[src/rtl/csi_cin_lane_packer_if.sv]
// Lane-packer bus: multi-lane CSI input beats in, packed valid/ready words out,
// plus configuration and status. The packer uses the slave modport.
interface csi_cin_lane_packer_if #(
  parameter int P_CIN_DATA_WIDTH = 8,
  parameter int P_LANES          = 4,
  parameter int P_FIFO_DEPTH     = 8
);
  localparam int LW = (P_LANES > 1) ? $clog2(P_LANES) : 1;
  localparam int CW = $clog2(P_FIFO_DEPTH + 1);

  logic [LW-1:0]                       cfg_lane_log2;
  logic [P_LANES*P_CIN_DATA_WIDTH-1:0] in_data;
  logic                                in_valid;
  logic                                in_flush;
  logic [P_LANES*P_CIN_DATA_WIDTH-1:0] out_data;
  logic [P_LANES-1:0]                  out_keep;
  logic                                out_valid;
  logic                                out_ready;
  logic [CW-1:0]                       fifo_level;
  logic                                overflow;

  modport master (
    output cfg_lane_log2, in_data, in_valid, in_flush, out_ready,
    input  out_data, out_keep, out_valid, fifo_level, overflow
  );

  modport slave (
    input  cfg_lane_log2, in_data, in_valid, in_flush, out_ready,
    output out_data, out_keep, out_valid, fifo_level, overflow
  );
endinterface

[src/rtl/csi_cin_lane_packer.sv]
// Packs 1..P_LANES active lane words per beat into full-width words, with flush
// of partial words, and buffers them in a FIFO towards the packet parser.
module csi_cin_lane_packer #(
  parameter int P_CIN_DATA_WIDTH = 8,
  parameter int P_LANES          = 4,
  parameter int P_FIFO_DEPTH     = 8
) (
  input  logic                  clk,
  input  logic                  rst,
  csi_cin_lane_packer_if.slave  bus
);
  localparam int W      = P_CIN_DATA_WIDTH;
  localparam int LW     = (P_LANES > 1) ? $clog2(P_LANES) : 1;
  localparam int CW     = $clog2(P_FIFO_DEPTH + 1);
  localparam int PW     = $clog2(P_FIFO_DEPTH);
  localparam int MAXLOG = $clog2(P_LANES);
  localparam int FW     = $clog2(P_LANES + 1);

  typedef logic [P_LANES-1:0][W-1:0] word_t;
  typedef logic [FW:0]               sum_t;

  typedef struct packed {
    word_t              data;
    logic [P_LANES-1:0] keep;
  } entry_t;

  // Packer state
  logic [FW-1:0] fill_q, fill_d;
  word_t         slot_q, slot_d, slot_next, lanes;
  logic [LW-1:0] lane_log2_q, cfg_clamped, lane_log2_eff;
  sum_t          a_lanes, fill_after;
  logic          complete, push;
  entry_t        push_entry;

  // FIFO state
  entry_t        mem [P_FIFO_DEPTH];
  logic [PW-1:0] wptr_q, rptr_q;
  logic [CW-1:0] level_q;
  logic          overflow_q;
  logic          full, empty, pop, accept;

  assign lanes = bus.in_data;

  // NOTE: every variable driven in always_comb gets a default first, so no
  // path through the block can leave it unassigned and infer a latch.
  always_comb begin
    cfg_clamped = bus.cfg_lane_log2;
    if ({{(32-LW){1'b0}}, bus.cfg_lane_log2} > 32'(MAXLOG))
      cfg_clamped = LW'(MAXLOG);

    // Lane count only changes at a word boundary so slots stay aligned.
    lane_log2_eff = (fill_q == '0) ? cfg_clamped : lane_log2_q;
    a_lanes       = sum_t'(1) << lane_log2_eff;
    fill_after    = bus.in_valid ? sum_t'(fill_q) + a_lanes : sum_t'(fill_q);
    complete      = bus.in_valid && (fill_after == sum_t'(P_LANES));
    push          = complete || (bus.in_flush && (fill_after != '0));

    for (int i = 0; i < P_LANES; i++) begin
      slot_next[i] = slot_q[i];
      for (int k = 0; k < P_LANES; k++) begin
        if (bus.in_valid && (sum_t'(k) < a_lanes) &&
            (sum_t'(fill_q) + sum_t'(k) == sum_t'(i)))
          slot_next[i] = lanes[k];
      end
    end

    push_entry.data = slot_next;
    for (int i = 0; i < P_LANES; i++)
      push_entry.keep[i] = sum_t'(i) < fill_after;

    // Clearing on push keeps unused slots of a later partial word at zero.
    fill_d = push ? '0 : fill_after[FW-1:0];
    slot_d = push ? '0 : slot_next;
  end

  assign full   = (level_q == CW'(P_FIFO_DEPTH));
  assign empty  = (level_q == '0);
  assign pop    = !empty && bus.out_ready;
  assign accept = push && (!full || pop);

  // NOTE: sequential state uses non-blocking assignments so every flop samples
  // the pre-edge values regardless of statement order.
  always_ff @(posedge clk or posedge rst) begin
    if (rst) begin
      fill_q      <= '0;
      slot_q      <= '0;
      lane_log2_q <= '0;
      wptr_q      <= '0;
      rptr_q      <= '0;
      level_q     <= '0;
      overflow_q  <= 1'b0;
    end else begin
      fill_q      <= fill_d;
      slot_q      <= slot_d;
      lane_log2_q <= lane_log2_eff;
      if (accept) wptr_q <= wptr_q + PW'(1);
      if (pop)    rptr_q <= rptr_q + PW'(1);
      if (push && !accept) overflow_q <= 1'b1;
      case ({accept, pop})
        2'b10:   level_q <= level_q + CW'(1);
        2'b01:   level_q <= level_q - CW'(1);
        default: level_q <= level_q;
      endcase
    end
  end

  // NOTE: the storage array has no reset; fifo_level alone says which
  // entries are live, and stale contents are masked off the outputs.
  always_ff @(posedge clk) begin
    if (accept) mem[wptr_q] <= push_entry;
  end

  assign bus.out_valid  = !empty;
  assign bus.out_data   = empty ? '0 : mem[rptr_q].data;
  assign bus.out_keep   = empty ? '0 : mem[rptr_q].keep;
  assign bus.fifo_level = level_q;
  assign bus.overflow   = overflow_q;

endmodule

[src/flat_wrapper.sv]
// flat-port wrapper written by rule: the top's interface ports become plain ports
module csi_cin_lane_packer_flat 
#(
  parameter int P_CIN_DATA_WIDTH = 8,
  parameter int P_LANES          = 4,
  parameter int P_FIFO_DEPTH     = 8
)
  (clk, rst, bus_cfg_lane_log2, bus_in_data, bus_in_valid, bus_in_flush, bus_out_ready, bus_out_data, bus_out_keep, bus_out_valid, bus_fifo_level, bus_overflow);
  csi_cin_lane_packer_if #(.P_CIN_DATA_WIDTH(P_CIN_DATA_WIDTH), .P_LANES(P_LANES), .P_FIFO_DEPTH(P_FIFO_DEPTH)) bus_i ();
  input  logic clk;
  input  logic rst;
  input wire logic [$bits(bus_i.cfg_lane_log2)-1:0] bus_cfg_lane_log2;
  input wire logic [$bits(bus_i.in_data)-1:0] bus_in_data;
  input wire logic [$bits(bus_i.in_valid)-1:0] bus_in_valid;
  input wire logic [$bits(bus_i.in_flush)-1:0] bus_in_flush;
  input wire logic [$bits(bus_i.out_ready)-1:0] bus_out_ready;
  output wire logic [$bits(bus_i.out_data)-1:0] bus_out_data;
  output wire logic [$bits(bus_i.out_keep)-1:0] bus_out_keep;
  output wire logic [$bits(bus_i.out_valid)-1:0] bus_out_valid;
  output wire logic [$bits(bus_i.fifo_level)-1:0] bus_fifo_level;
  output wire logic [$bits(bus_i.overflow)-1:0] bus_overflow;
  assign bus_i.cfg_lane_log2 = bus_cfg_lane_log2;
  assign bus_i.in_data = bus_in_data;
  assign bus_i.in_valid = bus_in_valid;
  assign bus_i.in_flush = bus_in_flush;
  assign bus_i.out_ready = bus_out_ready;
  assign bus_out_data = bus_i.out_data;
  assign bus_out_keep = bus_i.out_keep;
  assign bus_out_valid = bus_i.out_valid;
  assign bus_fifo_level = bus_i.fifo_level;
  assign bus_overflow = bus_i.overflow;
  csi_cin_lane_packer #(.P_CIN_DATA_WIDTH(P_CIN_DATA_WIDTH), .P_LANES(P_LANES), .P_FIFO_DEPTH(P_FIFO_DEPTH)) u_core (.clk(clk), .rst(rst), .bus(bus_i));
endmodule
[config.mk]
export PLATFORM = sky130hd
export DESIGN_NAME = csi_cin_lane_packer_flat
export DESIGN_NICKNAME = d
export VERILOG_FILES = /design/src/rtl/csi_cin_lane_packer_if.sv /design/src/rtl/csi_cin_lane_packer.sv /design/src/flat_wrapper.sv
export SDC_FILE = /design/constraint.sdc
export NUM_CORES = 1
export LEC_CHECK = 0
export ABC_AREA = 0
export CORE_UTILIZATION = 27
export DETAILED_ROUTE_END_ITERATION = 12
export GPL_ROUTABILITY_DRIVEN = 0
export HOLD_SLACK_MARGIN = 0.02
export PLACE_DENSITY = 0.52
export SLEW_MARGIN = 20
export SYNTH_ARGS = -nofsm -noshare
export SYNTH_HDL_FRONTEND = slang
export SYNTH_SLANG_ARGS = --single-unit
[constraint.sdc]
create_clock -name clk -period 12.7 [get_ports clk]
set_input_delay 3.81 -clock clk [delete_from_list [all_inputs] [get_ports clk]]
set_output_delay 3.81 -clock clk [all_outputs]
set_load 0.03 [all_outputs]
==> summary.md, run 1 <==
| Metric | Value |
|---|---|
| Ys Warns | `0` |
| CP Capture Type | `flop` |
| Die area | `~0.053 mm^2` |
| Clock root cell | `clkbuf_16` |
| Buffers and inverters on the worst path | `3` |
| Fin crit period | `approximately 7.8 ns` |
| Slew margin rel. | `around 25%` |
| GR Overflow Total | `0` |
| Initial antenna violation count | `0` |
| Post-Syn Nets | `between 800 and 900` |
| WP data arrival | `roughly 8.2 ns` |
| Number of global-route vias before repair | `7642` |
| Post-Syn Area per Cell | `around 18 um^2` |
| Startpoint types | `primary input` |
| Static leakage | `5.80 nW` |
| Post-DRT Antenna Nets | `0` |
| Syn Std Cell Area | `between 0.01 and 0.015 mm^2` |
| Setup repair bufs after CTS | `0` |
| Fin. Hold Viols | `0` |
| Initial Util | `between 20% and 30%` |
| Hold Crit Depth | `1` |
| Number of synthesized register bits | `~340` |
| Endpoints failing setup | `0` |
| Longest Clk Path Bufs | `3` |
| DP HPWL | `~20000 um` |
| Slew Limit Fails | `0` |
| Synth async-reset ratio | `between 10% and 20%` |
| EDFF count, synth | `288` |
| Layout cell share with drive strength beyond 1 | `approximately 20%` |
| CTS Buf Count | `37` |
| Die Wd | `about 230 um` |
| Filler Cells Inserted | `5001` |
| RSZ-0062 raised after global routing | `false` |
| CTS tree | `done` |
| Final period utilization | `61.7%` |
| Drc violations | `0` |
| Post-CTS resize count | `0` |
| CTS H-Tree Depth | `2` |
| I/O pins | `81` |
| Antenna Cells | `0` |
| Leading cell type in the layout, fill and taps excluded | `edfxtp_1` |
| Routed WL | `~34000 um` |
| Total global-route track usage | `around 13%` |
| Largest net degree at the start of global routing | `between 60 and 70` |
| Final nets | `approximately 940` |
| CP max-delay cell | `clkdlybuf4s50_1` |
| DRT Pass-1 Iters | `5` |
| Initial drt markers | `around 500` |
| WL/cell | `approximately 21 um` |
| Pwr Density | `approximately 280 mW/mm^2` |
| Global-route wire length before repair | `approximately 50000 um` |
| Crit path kind | `primary input to flop` |
| Worst reg2reg path depth | `19` |
| Vias per cell | `4.58` |
| Most used DFF post-synth | `edfxtp_1` |
| Synth unique cells | `50` |
| Cells after synthesis | `between 800 and 900` |
| WP depth | `20` |
| Port bufs | `80` |
| Largest stage delay, worst path | `0.57 ns` |
| Clk sink count | `approximately 340` |
| Final TNS setup | `0 ns` |
| Crit path max fanout | `12` |
| Max-cap violations | `0` |
| Num rows | `83` |
| Sequential area share after synthesis | `a little over two thirds` |
| Total core area | `0.0515 mm^2` |
| Slew at the pin with the worst max-slew slack | `roughly 1.1 ns` |
| Fin Hold WS | `0.466 ns` |
| Clk Latency, worst-skew pair | `0.52 ns` |
| Area Overhead vs Synth | `19.9%` |
| Crit-path leading delay family | `adder cells` |
| Worst VDD drop | `0.182 mV` |
| Fmax | `128 MHz` |
| Hold Crit Class | `flop to flop` |
| Reg clk slew, reported paths | `~0.060 ns` |
| Most frequent cells in the layout | `edfxtp_1, clkdlybuf4s50_1, mux4_2` |
| Routed via count | `7354` |
| Status | `complete, no violations` |
| Crit path required time | `about 13 ns` |
| Clock Skews | `0.0234 ns` |
| Die Y | `approximately 230 um` |
| CP cell instances | `clkdlybuf4s50_1 -> nor2b_1 -> mux2_2 -> nor2_2 -> ha_1 -> inv_1 -> fa_1 -> nand2_1 -> or2_2 -> and3_1 -> o31a_1 -> o21ai_1 -> buf_4 -> ha_1 -> xor2_1 -> ha_1 -> a21oi_1 -> xor2_1 -> nor2_1 -> xor2_1` |
| CTS Hold Buffers Added | `0` |
-- synth_stat cells (4+ instances only) --
master	instances	area share, %
ha_1	8	0.71
inv_1	10	0.27
nor2b_1	36	1.6
edfxtp_1	288	61
buf_1	10	0.27
a21oi_1	20	0.71
nor3_1	5	0.18
o21ai_0	15	0.53
mux2_2	12	0.96
mux4_2	72	11
buf_4	4	0.21
mux2i_1	71	5.0
clkbuf_1	16	0.43
a2bb2oi_1	9	0.56
dfrtp_1	48	8.5
buf_2	11	0.39
o21ai_1	13	0.46
nor2_1	55	1.5
xnor2_1	6	0.37
xor2_1	5	0.31
nand2_1	39	1.0
-- power by group --
group	leakage, nW	switching, W	internal (W)	total [W]
clock network	0.563	0.000417	0.000590	0.00101
logic	1.96	0.00109	0.000759	0.00185
registers	3.28	0.000153	0.00166	0.00181
-- path summary, 6_finish.rpt --
check | slack, ns | from | end
setup reg to reg | 7.85 | u_core.fill_q[1] | u_core.bus.fifo_level[2]
min in group asynchronous | 3.81 | rst | u_core.lane_log2_q[0]
max in group asynchronous | 8.37 | rst | u_core.rptr_q[1]
hold reg to reg | 0.47 | u_core.rptr_q[2] | u_core.rptr_q[2]
hold / removal | 0.47 | u_core.rptr_q[2] | u_core.rptr_q[2]
setup / recovery | 4.86 | bus_cfg_lane_log2[1] | u_core.bus.fifo_level[2]
-- per-layer routing --
metal,GRT usage (%),part of all wire (%)
met1,18.1,47
met5,0,0
met4,2.77,1.5
met2,19.8,47
met3,2.53,4.5
-- cell type report --
| class | count | area, um^2 | area share [%] |
|---|---|---|---|
| Inverter | 10 | 37.5 | 0.222 |
| Multi-Input combinational cell | 413 | 4090 | 24.2 |
| Sequential cell | 336 | 9860 | 58.3 |
| Timing Repair Buffer | 98 | 936 | 5.53 |
| Tap cell | 680 | 851 | 5.03 |
| Clock inverter | 17 | 126 | 0.747 |
| Clock buffer | 50 | 1030 | 6.06 |
-- kinds of logic (layout without fill, tap and decap cells) --
family | after synthesis | count (layout) | share of synthesized area [%]
xor+xnor | 11 | 11 | 0.683
flops | 336 | 336 | 69.8
buf+inv | 53 | 175 | 1.72
simple gates | 168 | 168 | 6.35
fa+ha+maj | 9 | 9 | 0.851
compound gates | 69 | 69 | 3.00
mux | 156 | 156 | 17.6
-- worst register-to-register path, delay by kind of cell, from the launching register on --
family / cells / cell delay, ns
AO/OA/AOI/OAI: 3 / 0.60
AND/OR/NAND/NOR: 6 / 1.20
multiplexers: 1 / 0.41
buffers and inverters: 2 / 0.33
adder cells (fa/ha/maj): 4 / 1.23
flip-flops: 1 / 0.56
XOR/XNOR: 3 / 0.38
-- stage by stage --
stage | cell area [um^2] | total power [W] | instances | setup slack (ns) | util (%)
after floorplan | 14100 | 0.00305 | 802 | 2.57 | -
after global placement | 15800 | 0.00372 | 1537 | 4.41 | 30.6
after detailed placement | 15800 | 0.00374 | 1537 | 4.41 | 30.6
after CTS | 16900 | 0.00476 | 1604 | 4.84 | 32.8
after global routing | 16900 | 0.00493 | 1604 | 4.58 | 32.9
final | 16900 | 0.00468 | 1604 | 4.86 | 32.9
-- state kept, by name, indices dropped and copies added (netlist names) --
signal	count
u_core.bus.fifo_level	4
u_core.fill_q	3
u_core.slot_q	32
u_core.mem	288
u_core.wptr_q	3
u_core.lane_log2_q	2
u_core.bus.overflow	1
u_core.rptr_q	3
No activity file was read; power rests on OpenSTA's default activity.
==> run 2: changes to the inputs <==
--- a/config.mk
+++ b/config.mk
@@ -10,7 +10,7 @@
 export DETAILED_ROUTE_END_ITERATION = 12
 export GPL_ROUTABILITY_DRIVEN = 0
 export HOLD_SLACK_MARGIN = 0.02
-export PLACE_DENSITY = 0.52
+export PLACE_DENSITY = 0.54
 export SLEW_MARGIN = 20
 export SYNTH_ARGS = -nofsm -noshare
 export SYNTH_HDL_FRONTEND = slang
==> constraint.sdc (replaced) <==
create_clock -name clk -period 7.2 [get_ports clk]
set_input_delay 2.16 -clock clk [delete_from_list [all_inputs] [get_ports clk]]
set_output_delay 2.16 -clock clk [all_outputs]
set_load 0.03 [all_outputs]
==> run 2 against run 1 <==
Compared with the run above: sequential share of layout area decreased by 0.32 points; via count rose by 2.0%; die area unchanged; sequential power is 81% higher; critical path depth down 5; non-clock buffer count up 7; wire length rose by 3.0%; critical endpoint is now u_core.mem[4][19].
==> summary.md, run 2 (synthesis gave the netlist of run 1 again) <==
| Metric | Value |
|---|---|
| Final Cell Area | `0.0170 mm^2` |
| Placed instance area | `around 0.016 mm^2` |
| Final period utilization | `83.1%` |
| CTS H-Tree Depth | `2` |
| Clock Skews | `approximately 0.016 ns` |
| Net Sw Power | `~0.003 W` |
| Flop-to-flop setup slack | `around 2.6 ns` |
| RSZ-0062 raised after global routing | `false` |
| Max-cap violations | `0` |
| Routed via count | `approximately 7500` |
| Drc violations | `0` |
| Slew Limit Fails | `0` |
| Longest Clk Path Bufs | `3` |
| Largest stage delay, worst path | `~0.58 ns` |
| Comb power frac | `39.5%` |
| Multi-input logic area | `slightly above 0.004 mm^2` |
| Port bufs | `80` |
| Largest register FFs | `288` |
| Largest Register | `u_core.mem` |
| DRT Pass-1 Iters | `5` |
| Final Worst Setup Slack | `about 1.2 ns` |
| Most frequent cells in the layout | `edfxtp_1, clkdlybuf4s50_1, mux4_2` |
| Area Overhead vs Synth | `20.6%` |
| Die Y | `around 230 um` |
| Hold Crit Class | `flop to flop` |
| Initial drt markers | `between 400 and 500` |
| Buffers and inverters on the worst path | `4` |
| Slew at the pin with the worst max-slew slack | `between 1 and 1.5 ns` |
| Endpoints failing setup | `0` |
| CP max-delay cell | `clkdlybuf4s50_1` |
| Clock root cell | `clkbuf_16` |
| Filler Cells Inserted | `5017` |
| Pint | `roughly 0.0053 W` |
| Num rows | `83` |
| Crit-path leading delay family | `buffers and inverters` |
| Die Wd | `approximately 230 um` |
| Leading cell type in the layout, fill and taps excluded | `edfxtp_1` |
| Total core area | `slightly above 0.05 mm^2` |
| Pwr Density | `between 400 and 500 mW/mm^2` |
| Initial antenna violation count | `0` |
| GR Overflow Total | `0` |
| Place WS | `~0.70 ns` |
| Layout cell share with drive strength beyond 1 | `20.8%` |
| Clk Latency, worst-skew pair | `0.52 ns` |
| Largest net degree at the start of global routing | `66` |
| CP cell instances | `clkdlybuf4s50_1 -> nor2b_1 -> mux2_2 -> nor2_2 -> ha_1 -> inv_1 -> fa_1 -> nand2_1 -> o22ai_1 -> nor3_4 -> and2_1 -> o21ai_2 -> buf_4 -> nor4b_4 -> buf_4` |
| Worst VDD drop | `about 0.28 mV` |
| WP data arrival | `just over 6 ns` |
| Reg clk slew, reported paths | `roughly 0.060 ns` |
| Fin. Hold Viols | `0` |
| Startpoint types | `primary input` |
| I/O pins | `between 80 and 90` |
| DP HPWL | `about 22000 um` |
| Die area | `0.0532 mm^2` |
| Sequential power share | `between 30% and 40%` |
| Vias per cell | `~4.7` |
| Clk sink count | `between 300 and 400` |
| CTS tree | `done` |
| Register area | `slightly below 0.01 mm^2` |
| Antenna Cells | `0` |
| Fin crit period | `5.98 ns` |
| CTS Buf Count | `37` |
| Post-DRT Antenna Nets | `0` |
| Final nets | `951` |
| Static leakage | `approximately 6 nW` |
| WL/cell | `21.5 um` |
| CTS Hold Buffers Added | `0` |
| Crit path max fanout | `36` |
| Sw frac | `around 36%` |
| CP Capture Type | `flop` |
| Crit path kind | `primary input to flop` |
| Status | `complete, no violations` |
| Total power | `~0.0083 W` |
| Post-CTS resize count | `0` |
| Slew margin rel. | `between 10% and 20%` |
| Number of global-route vias before repair | `7925` |
| Global-route wire length before repair | `approximately 52000 um` |
| Total global-route track usage | `about an eighth` |
| Clock network power share | `a little over a fifth` |
| Most used cell along the critical path | `buf_4` |
| Initial Util | `a little over a quarter` |
| Final non-filler cell total | `approximately 1600` |
| Fmax | `between 150 and 200 MHz` |
| Setup repair bufs after CTS | `0` |
| Crit path required time | `7.34 ns` |
| Placed cells | `around 1500` |
| Routed WL | `approximately 35000 um` |
## run 2: cell types whose count changed in the layout (fill, tap and decap cells not counted), moves of 2 or more
| cell | previous run | this run |
|---|---|---|
| clkbuf_8 | 3 | 7 |
| inv_6 | 0 | 3 |
| buf_12 | 0 | 3 |
| buf_4 | 18 | 22 |
| clkbuf_1 | 9 | 7 |
| clkinv_1 | 5 | 2 |
## run 2: layer usage
metal	routed length, um	part of all wire [%]	global-route usage (%)	vias up
li1	-	-	-	3327
met1	16400	48	19.0	3926
met2	15900	46	20.5	206
met3	1600	4.6	2.14	42
met4	590	1.7	3.10	0
met5	0	0	0	-
## run 2: path summary, 6_finish.rpt
| kind | cells after the start | from | to |
|---|---|---|---|
| max | 15 | bus_cfg_lane_log2[1] | u_core.mem[4][19] |
| min | 1 | u_core.bus.overflow | u_core.bus.overflow |
| max reg2reg | 14 | u_core.fill_q[1] | u_core.mem[4][19] |
| min reg2reg | 1 | u_core.bus.overflow | u_core.bus.overflow |
| max in group asynchronous | 3 | rst | u_core.rptr_q[0] |
| min in group asynchronous | 3 | rst | u_core.bus.fifo_level[3] |
## run 2: stage by stage
stage | util, % | TNS, ns | hold WS, ns
6_report | 33.0 | 0 | 0.459
5_1_grt | 33.0 | 0 | 0.493
4_1_cts | 33.0 | 0 | 0.464
3_5_place_dp | 30.8 | 0 | 0.446
3_3_place_gp | 30.8 | 0 | 0.454
2_1_floorplan | - | -22.40 | 0.587
## run 2: area by class of cell
| class | instances | area share (%) |
|---|---|---|
| sequential | 336 | 57.9 |
| clock buffer | 51 | 6.16 |
| timing repair buffer | 105 | 6.03 |
| clock inverter | 14 | 0.500 |
| inverter | 10 | 0.221 |
| multi-input combinational | 413 | 24.1 |
| tap | 680 | 5.00 |
## run 2: power groups by stage
stage / Combinational [W] / Sequential, W / Clock [W]
after global placement: 0.00333 / 0.00330 / 0
after floorplan: 0.00229 / 0.00309 / 0
after global routing: 0.00355 / 0.00333 / 0.00189
after detailed placement: 0.00336 / 0.00332 / 0
final: 0.00329 / 0.00327 / 0.00176
after CTS: 0.00337 / 0.00328 / 0.00180
==> run 3: changes to the inputs <==
--- a/config.mk
+++ b/config.mk
@@ -10,7 +10,7 @@
 export DETAILED_ROUTE_END_ITERATION = 12
 export GPL_ROUTABILITY_DRIVEN = 0
 export HOLD_SLACK_MARGIN = 0.02
-export PLACE_DENSITY = 0.54
+export PLACE_DENSITY = 0.52
 export SLEW_MARGIN = 20
 export SYNTH_ARGS = -nofsm -noshare
 export SYNTH_HDL_FRONTEND = slang
==> constraint.sdc (replaced) <==
create_clock -name clk -period 5.6 [get_ports clk]
set_input_delay 1.68 -clock clk [delete_from_list [all_inputs] [get_ports clk]]
set_output_delay 1.68 -clock clk [all_outputs]
set_load 0.03 [all_outputs]
==> run 3 against run 2 <==
Compared with the run above: sequential power up 27%; hold slack better by 0.012 ns; register-to-register slack worse by 1.3 ns; critical path depth unchanged; clock skew up 0.0018 ns; sequential share of layout area down 1.5 points; setup slack worse by 0.67 ns; design area up 2.6%; via count about the same; sequential cell count unchanged; die area unchanged; critical path type unchanged.
==> summary.md, run 3 (synthesis gave the netlist of run 1 again) <==
| Metric | Value |
|---|---|
| Status | `complete, no violations` |
| Most frequent cells in the layout | `edfxtp_1, clkdlybuf4s50_1, mux4_2` |
| Final Core Density | `between 30% and 40%` |
| Met3 GRT Util | `under 10%` |
| WP data arrival | `approximately 5.3 ns` |
| DP HPWL | `around 23000 um` |
| Largest Register | `u_core.mem` |
| Most used routing layer in global routing | `met2` |
| Final TNS setup | `0 ns` |
| Routed via count | `7502` |
| Clock root cell | `clkbuf_16` |
| Final nets | `just under 1000` |
| Reg clk slew, reported paths | `approximately 0.060 ns` |
| CTS tree | `done` |
| Clock Skews | `between 0.015 and 0.02 ns` |
| CP Capture Type | `flop` |
| CTS H-Tree Depth | `2` |
| Final period utilization | `between 90% and 100%` |
| Initial Util | `a little over a quarter` |
| Max-cap violations | `0` |
| Fmax | `198 MHz` |
| Total power | `around 0.011 W` |
| Global-route wire length before repair | `around 52000 um` |
| Largest register FFs | `288` |
| Clk sink count | `around 340` |
| WL/cell | `roughly 21 um` |
| Number of global-route vias before repair | `7876` |
| Drc violations | `0` |
| Layout cell share with drive strength beyond 1 | `between 20 and 25%` |
| DRT Pass-1 Iters | `5` |
| Crit path max fanout | `36` |
| CTS Buf Count | `37` |
| Slew Limit Fails | `0` |
| Crit path kind | `primary input to flop` |
| M1 GR Usage | `a little under a fifth` |
| Final non-filler cell total | `about 1600` |
| Static leakage | `between 6 and 7 nW` |
| Longest Clk Path Bufs | `3` |
| CTS Hold Buffers Added | `0` |
| Num rows | `83` |
| Vias per cell | `4.60` |
| Setup repair bufs after CTS | `0` |
| Largest net degree at the start of global routing | `39` |
| Leading cell type in the layout, fill and taps excluded | `edfxtp_1` |
| Total core area | `0.0515 mm^2` |
| Fin. Hold Viols | `0` |
| Hold Crit Class | `flop to flop` |
| M2 GR Usage | `approximately a fifth` |
| Initial antenna violation count | `0` |
| Crit path required time | `approximately 5.8 ns` |
| Initial drt markers | `between 600 and 700` |
| Startpoint types | `primary input` |
| Area Overhead vs Synth | `23.7%` |
| I/O pins | `between 80 and 90` |
| Clk Latency, worst-skew pair | `about 0.51 ns` |
| RSZ-0062 raised after global routing | `false` |
| Fin crit period | `between 5 and 6 ns` |
| Port bufs | `80` |
| Total global-route track usage | `about an eighth` |
| Post-DRT Antenna Nets | `0` |
| Die area | `0.0532 mm^2` |
| Slew margin rel. | `between 20 and 30%` |
| Pwr Density | `roughly 640 mW/mm^2` |
| Die Y | `231 um` |
| Die Wd | `approximately 230 um` |
| Post-CTS resize count | `0` |
| GR Overflow Total | `0` |
| Worst VDD drop | `just under 0.3 mV` |
| Antenna Cells | `0` |
| Slew at the pin with the worst max-slew slack | `1.04 ns` |
| Endpoints failing setup | `0` |
| Routed WL | `34700 um` |
| Placed cells | `between 1500 and 2000` |
==> run 3: cell count changes in the layout (fill, tap and decap cells not counted), moves of 4 or more <==
cell       change
clkbuf_8       -6
bufinv_16      +7
clkinv_1       +4
buf_12         +9
buf_4          +9
==> run 3: where the power goes <==
group	total (W)	leakage, nW	internal [W]	switching, W
logic	0.00447	2.15	0.00189	0.00258
registers	0.00414	3.28	0.00376	0.000383
clock network	0.00256	0.629	0.00161	0.000952
==> run 3: path summary, 6_finish.rpt <==
| check | depth (start not counted) | slack, ns | start | endpoint |
|---|---|---|---|---|
| worst max-delay path | 15 | 0.54 | bus_cfg_lane_log2[1] | u_core.mem[6][17] |
| worst min-delay path | 1 | 0.47 | u_core.bus.overflow | u_core.bus.overflow |
| worst max register to register | 14 | 1.35 | u_core.fill_q[2] | u_core.mem[6][17] |
| worst min register to register | 1 | 0.47 | u_core.bus.overflow | u_core.bus.overflow |
| max in group asynchronous | 3 | 3.32 | rst | u_core.slot_q[22] |
| min in group asynchronous | 2 | 1.44 | rst | u_core.bus.fifo_level[3] |
==> run 3: per-layer routing <==
metal	vias to the layer above	part of all wire, %
li1	3374	-
met2	177	47
met1	3908	47
met4	0	1.9
met3	43	4.5
met5	-	0
==> run 3: critical path: stages <==
cell and delay [ns]:
clkdlybuf4s50_1 0.51, nor2b_1 0.08, mux2_4 0.29, nor2_4 0.12, ha_2 0.18, inv_1 0.05
fa_1 0.47, nand2_1 0.10, o22ai_1 0.11, nor3_4 0.40, and2_1 0.25, o21ai_2 0.08
buf_4 0.22, nor4bb_4 0.35, buf_12 0.31
==> run 3: per-stage QoR <==
| step | worst slack [ns] | hold WS (ns) | instance area [um^2] |
|---|---|---|---|
| after detailed placement | -0.0105 | 0.447 | 16200 |
| after global routing | 0.312 | 0.496 | 17500 |
| after CTS | 0.533 | 0.474 | 17500 |
| after floorplan | -0.130 | 0.587 | 14200 |
| final | 0.542 | 0.470 | 17500 |
| after global placement | 0.126 | 0.451 | 16200 |
==> run 3: cell type report <==
class                      instances  area [um^2]
tap                              680          851
clock inverter                    21          282
inverter                          10         37.5
timing repair buffer             123         1270
multi-input combinational        413         4140
fill                            4995        34100
sequential                       336         9860
clock buffer                      47         1020
